--- src/rtl/sram_burst_ctrl.sv ---
// Burst controller between a command/beat streaming interface and a
// single-port synchronous SRAM with one cycle of read latency.
// Writes go straight through to the SRAM; reads are buffered in a 2-entry
// FIFO so a stalled consumer never loses a beat.
//
// state | meaning
// IDLE  | waiting for a command, cmd_ready high
// WR    | streaming write beats into the SRAM
// RD    | issuing reads and returning beats through the FIFO
module sram_burst_ctrl #(
    parameter int WL_ADDR = 8,
    parameter int WL_DATA = 32,
    parameter int WL_LEN  = 8
) (
    input  logic               clk,
    input  logic               rst,
    input  logic               cmd_valid,
    output logic               cmd_ready,
    input  logic               cmd_write,
    input  logic [WL_ADDR-1:0] cmd_addr,
    input  logic [WL_LEN-1:0]  cmd_len,
    input  logic               wr_valid,
    output logic               wr_ready,
    input  logic [WL_DATA-1:0] wr_data,
    output logic               rd_valid,
    input  logic               rd_ready,
    output logic [WL_DATA-1:0] rd_data,
    output logic               rd_last,
    output logic [WL_ADDR-1:0] mem_addr,
    output logic [WL_DATA-1:0] mem_wdata,
    output logic               mem_ena,
    input  logic [WL_DATA-1:0] mem_rdata,
    output logic               busy,
    output logic               done
);

    typedef enum logic [1:0] {
        IDLE = 2'd0,
        WR   = 2'd1,
        RD   = 2'd2
    } state_t;

    localparam logic [WL_LEN:0] ONE = (WL_LEN+1)'(1);

    state_t               r_state;
    state_t               w_state_nxt;
    logic [WL_ADDR-1:0]   r_addr;
    logic [WL_LEN:0]      r_remain;      // beats still to issue
    logic                 r_infl;        // a read is in flight this cycle
    logic                 r_infl_last;   // ...and it is the final beat
    logic [WL_DATA-1:0]   r_fifo_data [2];
    logic [1:0]           r_fifo_last;
    logic                 r_wptr;
    logic                 r_rptr;
    logic [1:0]           r_occ;
    logic                 r_done;

    logic                 w_cmd_hs;
    logic                 w_wr_hs;
    logic                 w_pop;
    logic                 w_issue;
    logic                 w_wr_last;
    logic                 w_rd_last_pop;
    logic [1:0]           w_slots_used;

    assign rd_valid      = (r_occ != 2'd0);
    assign rd_data       = r_fifo_data[r_rptr];
    assign rd_last       = rd_valid & r_fifo_last[r_rptr];
    assign mem_addr      = r_addr;
    assign busy          = (r_state != IDLE);
    assign done          = r_done;

    assign w_cmd_hs      = cmd_valid & cmd_ready;
    assign w_wr_hs       = wr_valid & wr_ready;
    assign w_pop         = rd_valid & rd_ready;
    assign w_wr_last     = w_wr_hs & (r_remain == ONE);
    assign w_rd_last_pop = w_pop & rd_last;

    // Occupancy after this cycle's pop plus the read still in flight; a new
    // read may issue only while that leaves a free FIFO slot.
    assign w_slots_used  = r_occ + {1'b0, r_infl} - {1'b0, w_pop};

    // FSM state register
    always_ff @(posedge clk or negedge rst) begin
        if (!rst) begin
            r_state <= IDLE;
        end else begin
            r_state <= w_state_nxt;
        end
    end

    // Next-state decode and per-state output drive
    always_comb begin
        w_state_nxt = r_state;
        cmd_ready   = 1'b0;
        wr_ready    = 1'b0;
        mem_ena     = 1'b0;
        mem_wdata   = '0;
        w_issue     = 1'b0;
        case (r_state)
            IDLE: begin
                // Gated by rst so the port reads 0 while reset is held and 1
                // as soon as it is released.
                cmd_ready = rst;
                if (cmd_valid && rst) begin
                    w_state_nxt = cmd_write ? WR : RD;
                end
            end
            WR: begin
                wr_ready  = 1'b1;
                mem_ena   = wr_valid;
                mem_wdata = wr_data;
                if (w_wr_last) begin
                    w_state_nxt = IDLE;
                end
            end
            RD: begin
                w_issue = (r_remain != '0) && (w_slots_used < 2'd2);
                if (w_rd_last_pop) begin
                    w_state_nxt = IDLE;
                end
            end
            default: begin
                w_state_nxt = IDLE;
            end
        endcase
    end

    // Address/beat counters, read pipeline, FIFO storage and done pulse
    always_ff @(posedge clk or negedge rst) begin
        if (!rst) begin
            r_addr         <= '0;
            r_remain       <= '0;
            r_infl         <= 1'b0;
            r_infl_last    <= 1'b0;
            r_fifo_data[0] <= '0;
            r_fifo_data[1] <= '0;
            r_fifo_last    <= '0;
            r_wptr         <= 1'b0;
            r_rptr         <= 1'b0;
            r_occ          <= '0;
            r_done         <= 1'b0;
        end else begin
            r_done <= w_wr_last | w_rd_last_pop;

            if (w_cmd_hs) begin
                r_addr   <= cmd_addr;
                r_remain <= {1'b0, cmd_len} + ONE;
            end else if (w_wr_hs || w_issue) begin
                r_addr   <= r_addr + 1'b1;
                r_remain <= r_remain - ONE;
            end

            r_infl <= w_issue;
            if (w_issue) begin
                r_infl_last <= (r_remain == ONE);
            end

            // SRAM data for last cycle's address is valid now
            if (r_infl) begin
                r_fifo_data[r_wptr] <= mem_rdata;
                r_fifo_last[r_wptr] <= r_infl_last;
                r_wptr              <= ~r_wptr;
            end
            if (w_pop) begin
                r_rptr <= ~r_rptr;
            end
            r_occ <= r_occ + {1'b0, r_infl} - {1'b0, w_pop};
        end
    end

endmodule
--- config.mk ---
export PLATFORM = sky130hd
export DESIGN_NAME = sram_burst_ctrl
export DESIGN_NICKNAME = d
export VERILOG_FILES = /design/src/rtl/sram_burst_ctrl.sv
export SDC_FILE = /design/constraint.sdc
export NUM_CORES = 1
export LEC_CHECK = 0
export ABC_CLOCK_PERIOD_IN_PS = 2920
export CAP_MARGIN = 40
export CORE_MARGIN = 5
export CORE_UTILIZATION = 45
export CTS_CLUSTER_SIZE = 12
export DETAILED_ROUTE_END_ITERATION = 8
export MAX_ROUTING_LAYER = met4
export PLACE_DENSITY = 0.82
export SYNTH_ARGS = -nofsm -noshare
export SYNTH_HDL_FRONTEND = slang
export SYNTH_SLANG_ARGS = --single-unit
--- constraint.sdc ---
create_clock -name clk -period 2.92 [get_ports clk]
set_clock_uncertainty 0.2 [all_clocks]
set_input_delay 0.584 -clock clk [delete_from_list [all_inputs] [get_ports clk]]
set_output_delay 0.584 -clock clk [all_outputs]
set_load 0.005 [all_outputs]
==> flow_summary.toml <==
[pwr]
total_power_mw = 6.85
p_int_mw = 4.63
irDropWorstVdd_v = 0.000420
combPwrFrac = 0.536
p_sw_frac = 0.324
p_leak_nw = 2.77
power_density_nw_per_um2 = 1030
p_seq_frac = 0.338
clkPwrFrac = 0.126
switching_power_mw = 2.22

[clocking]
tritoncts = "done"
postCtsSetupBuffers = 0
clock-root-buffer = "clkbuf_8"
clkLatencyLatePin_ns = 0.35
cts_resized = 0
h-tree-depth = 3
clk_pin_slew_ns = 0.09
numClockSinks = 92
numCtsBuffers = 9
cts_hold_buf = 0
clockBufferDepth = 2

[floorplan]
die_h_um = 112
core_um2 = 10200
io_pins = 165
dieArea_um2 = 12500
rows = 37
die_w_um = 112
start_util = 0.457

[synthesis]
yosys_warnings = 0
synth_commonest_cells = "99 x mux2_2, 92 x dfrtp_1, 34 x and2_1, 29 x nand2_1, 21 x a21oi_1"
synth.yosys.seq_area_share = 0.495
synth-async-reset-ratio = 1.00
synth_compound_area_frac = 0.0689
synth_cell_type_count = 44
ys_ff_latch = 92
synth_edf_count = 0
synth_xor_area_frac = 0.0202
syn_nets = 490
yosysTopAreaCellShare = 0.495
mappedNetlistArea_um2 = 4650
syn_area_per_cell_um2 = 11.7
synthAdderAreaFrac = 0.0188
synthMuxAreaShare = 0.246
synth_most_common_cell = "mux2_2"
syn_inst = 397
ys.flop_type = "dfrtp_1"
yosys.area_share.simple = 0.124
yosysTopAreaCell = "dfrtp_1"
synth_area_leaders = "dfrtp_1 50%, mux2_2 24%, and2_1 4.6%, nand2_1 2.3%, a21oi_1 2.3%"
synth_top_family_by_area = "multiplexers"

[worst_setup_path]
cp_num_cells = 11
path_max_fanout = 21
cp.required_ns = 3.00
critPathBufInv = 3
r2r_slack_ns = 0.20
reg2reg_to = "r_remain[1]$_DFFE_PN0P_"
r2r_cells = 12
cp-end-kind = "flop"
cp.arrival_ns = 2.82
startpoint = "rd_ready"
crit_family = "buffers and inverters"
worstSetupEndpoint = "r_remain[1]$_DFFE_PN0P_"
crit_top_cell = "ha_1"
rr_startpoint = "r_occ[1]$_DFF_PN0_"
cp_slowest_stage_delay_ns = 0.47
crit_type = "in -> reg"
cp-start-kind = "primary input"
cp_cell_sequence = "clkdlybuf4s50_1, and2_1, ha_1, inv_1, ha_1, xor3_1, or2_4, o22ai_4, buf_6, o211ai_1, o21ai_1"
slowest_stage = "clkdlybuf4s50_1"

[global_route]
antenna_found_initial = 1
grt_use_total = 0.194
gr-total-overflow = 0
grt_max_degree = 54
grt_pass1_wl_um = 19200
grt_pass1_vias = 4029

[sta]
timing.final.max_slew_violations = 0
fin_ws_ns = 0.182
fin_crit_sh = 0.938
min_period_ns = 2.74
timing.fmax_mhz = 365
timing.hold.ws_ns = 0.0992
rsz0062_at_grt = "false"
worstMarginPinSlew_ns = 0.647
finalHoldViolCount = 0
setup_viol = 0
worst_slew_margin_rel = 0.569
setup-tns-final_ns = 0

[detailed_routing]
drt_iter0_markers = 160
firstDrtPassIters = 4
num_vias = 3696
remaining_drc_errors = 0
vias_per_cell = 5.24
wl_per_cell_um = 16.4
drt-total-wl_um = 11600
postRouteAntennaNets = 0

[layout]
fin_cells = 705
fin_util = 0.656
drive_gt1_frac = 0.234
area_growth_syn_to_layout_pct = 43.6
nets = 656
final_area_um2 = 6680

[min_path]
hold_path_class = "in -> async"

[placement]
place_ws_ns = -0.257
placedCellCount = 688
dp.final_hpwl_um = 8540
port_buffers = 164
placement.cell_area_um2 = 6470
place.gp.congestion = 0.823

[status]
status = "completed"

[job]
cap_violations = 0
[power by group through the flow]
stage	registers, mW	logic, mW	clock network, mW
2_1_floorplan	2.21	2.04	0
3_3_place_gp	2.27	3.59	0
3_5_place_dp	2.33	3.69	0
4_1_cts	2.31	3.72	0.886
5_1_grt	2.39	4.03	0.936
6_report	2.31	3.67	0.863
[layout make-up]
class	instances	area, µm²
multi-input combinational	278	2230
inverter	6	22.5
timing repair buffer	176	1750
antenna	1	2.50
fill	820	3510
clock buffer	11	141
tap	136	170
clock inverter	5	58.8
sequential	92	2300
[cell usage in the layout (no fill, tap or decap), drive strengths merged, types with 11 or more instances in the layout]
cell           netlist  routed
nor2                14      14
and2                34      34
clkbuf              12      11
a21oi               21      21
dfrtp               92      92
clkdlybuf4s50        0     163
nand2               29      29
mux2                99      99
o21ai               13      13
buf                  9      13
[per-layer routing]
| layer | wire length (µm) | share of wire | vias up | global-route usage |
|---|---|---|---|---|
| met4 | 167 | 0.014 | 0 | 0.0649 |
| met2 | 5860 | 0.51 | 148 | 0.325 |
| met3 | 777 | 0.067 | 10 | 0.0473 |
| li1 | - | - | 1719 | - |
| met5 | 0 | 0 | - | - |
| met1 | 4750 | 0.41 | 1819 | 0.230 |
[cell families after synthesis]
family	Yosys count
xor gates and xnor gates	9
DFF	92
AOI/OAI and AO/OA	51
buffers and inverters	27
muxes	102
adders and majority gates	7
and+or+nand+nor	109
[sequential cells by signal (all words and copies together), names as in the netlist]
name,flops
done,1
mem_addr,8
r_fifo_data,64
r_fifo_last,2
r_infl,1
r_infl_last,1
r_occ,2
r_remain,9
r_rptr,1
r_state,2
r_wptr,1
[how the worst min path moves through the flow]
stage	to	slack, ns	cells after the start
after floorplan	done$_DFF_PN0_	0.09	0
after global placement	r_fifo_data[8]$_DFFE_PN0P_	0.28	1
after detailed placement	r_fifo_data[8]$_DFFE_PN0P_	0.29	1
after CTS	r_remain[8]$_DFFE_PN0P_	0.10	2
after global routing	r_remain[8]$_DFFE_PN0P_	0.13	2
final	mem_addr[2]$_DFFE_PN0P_	0.1	2
[worst register-to-register path, cell delays in order, from the launching register on]
cell      delay [ns]
dfrtp_1         0.39
nor2_1          0.17
inv_1           0.08
and2_1          0.17
ha_1            0.27
inv_1           0.05
ha_1            0.13
xor3_1          0.23
or2_4           0.26
o22ai_4         0.25
buf_6           0.23
o211ai_1        0.13
o21ai_1         0.11
No activity file was read; power rests on OpenSTA's default activity.
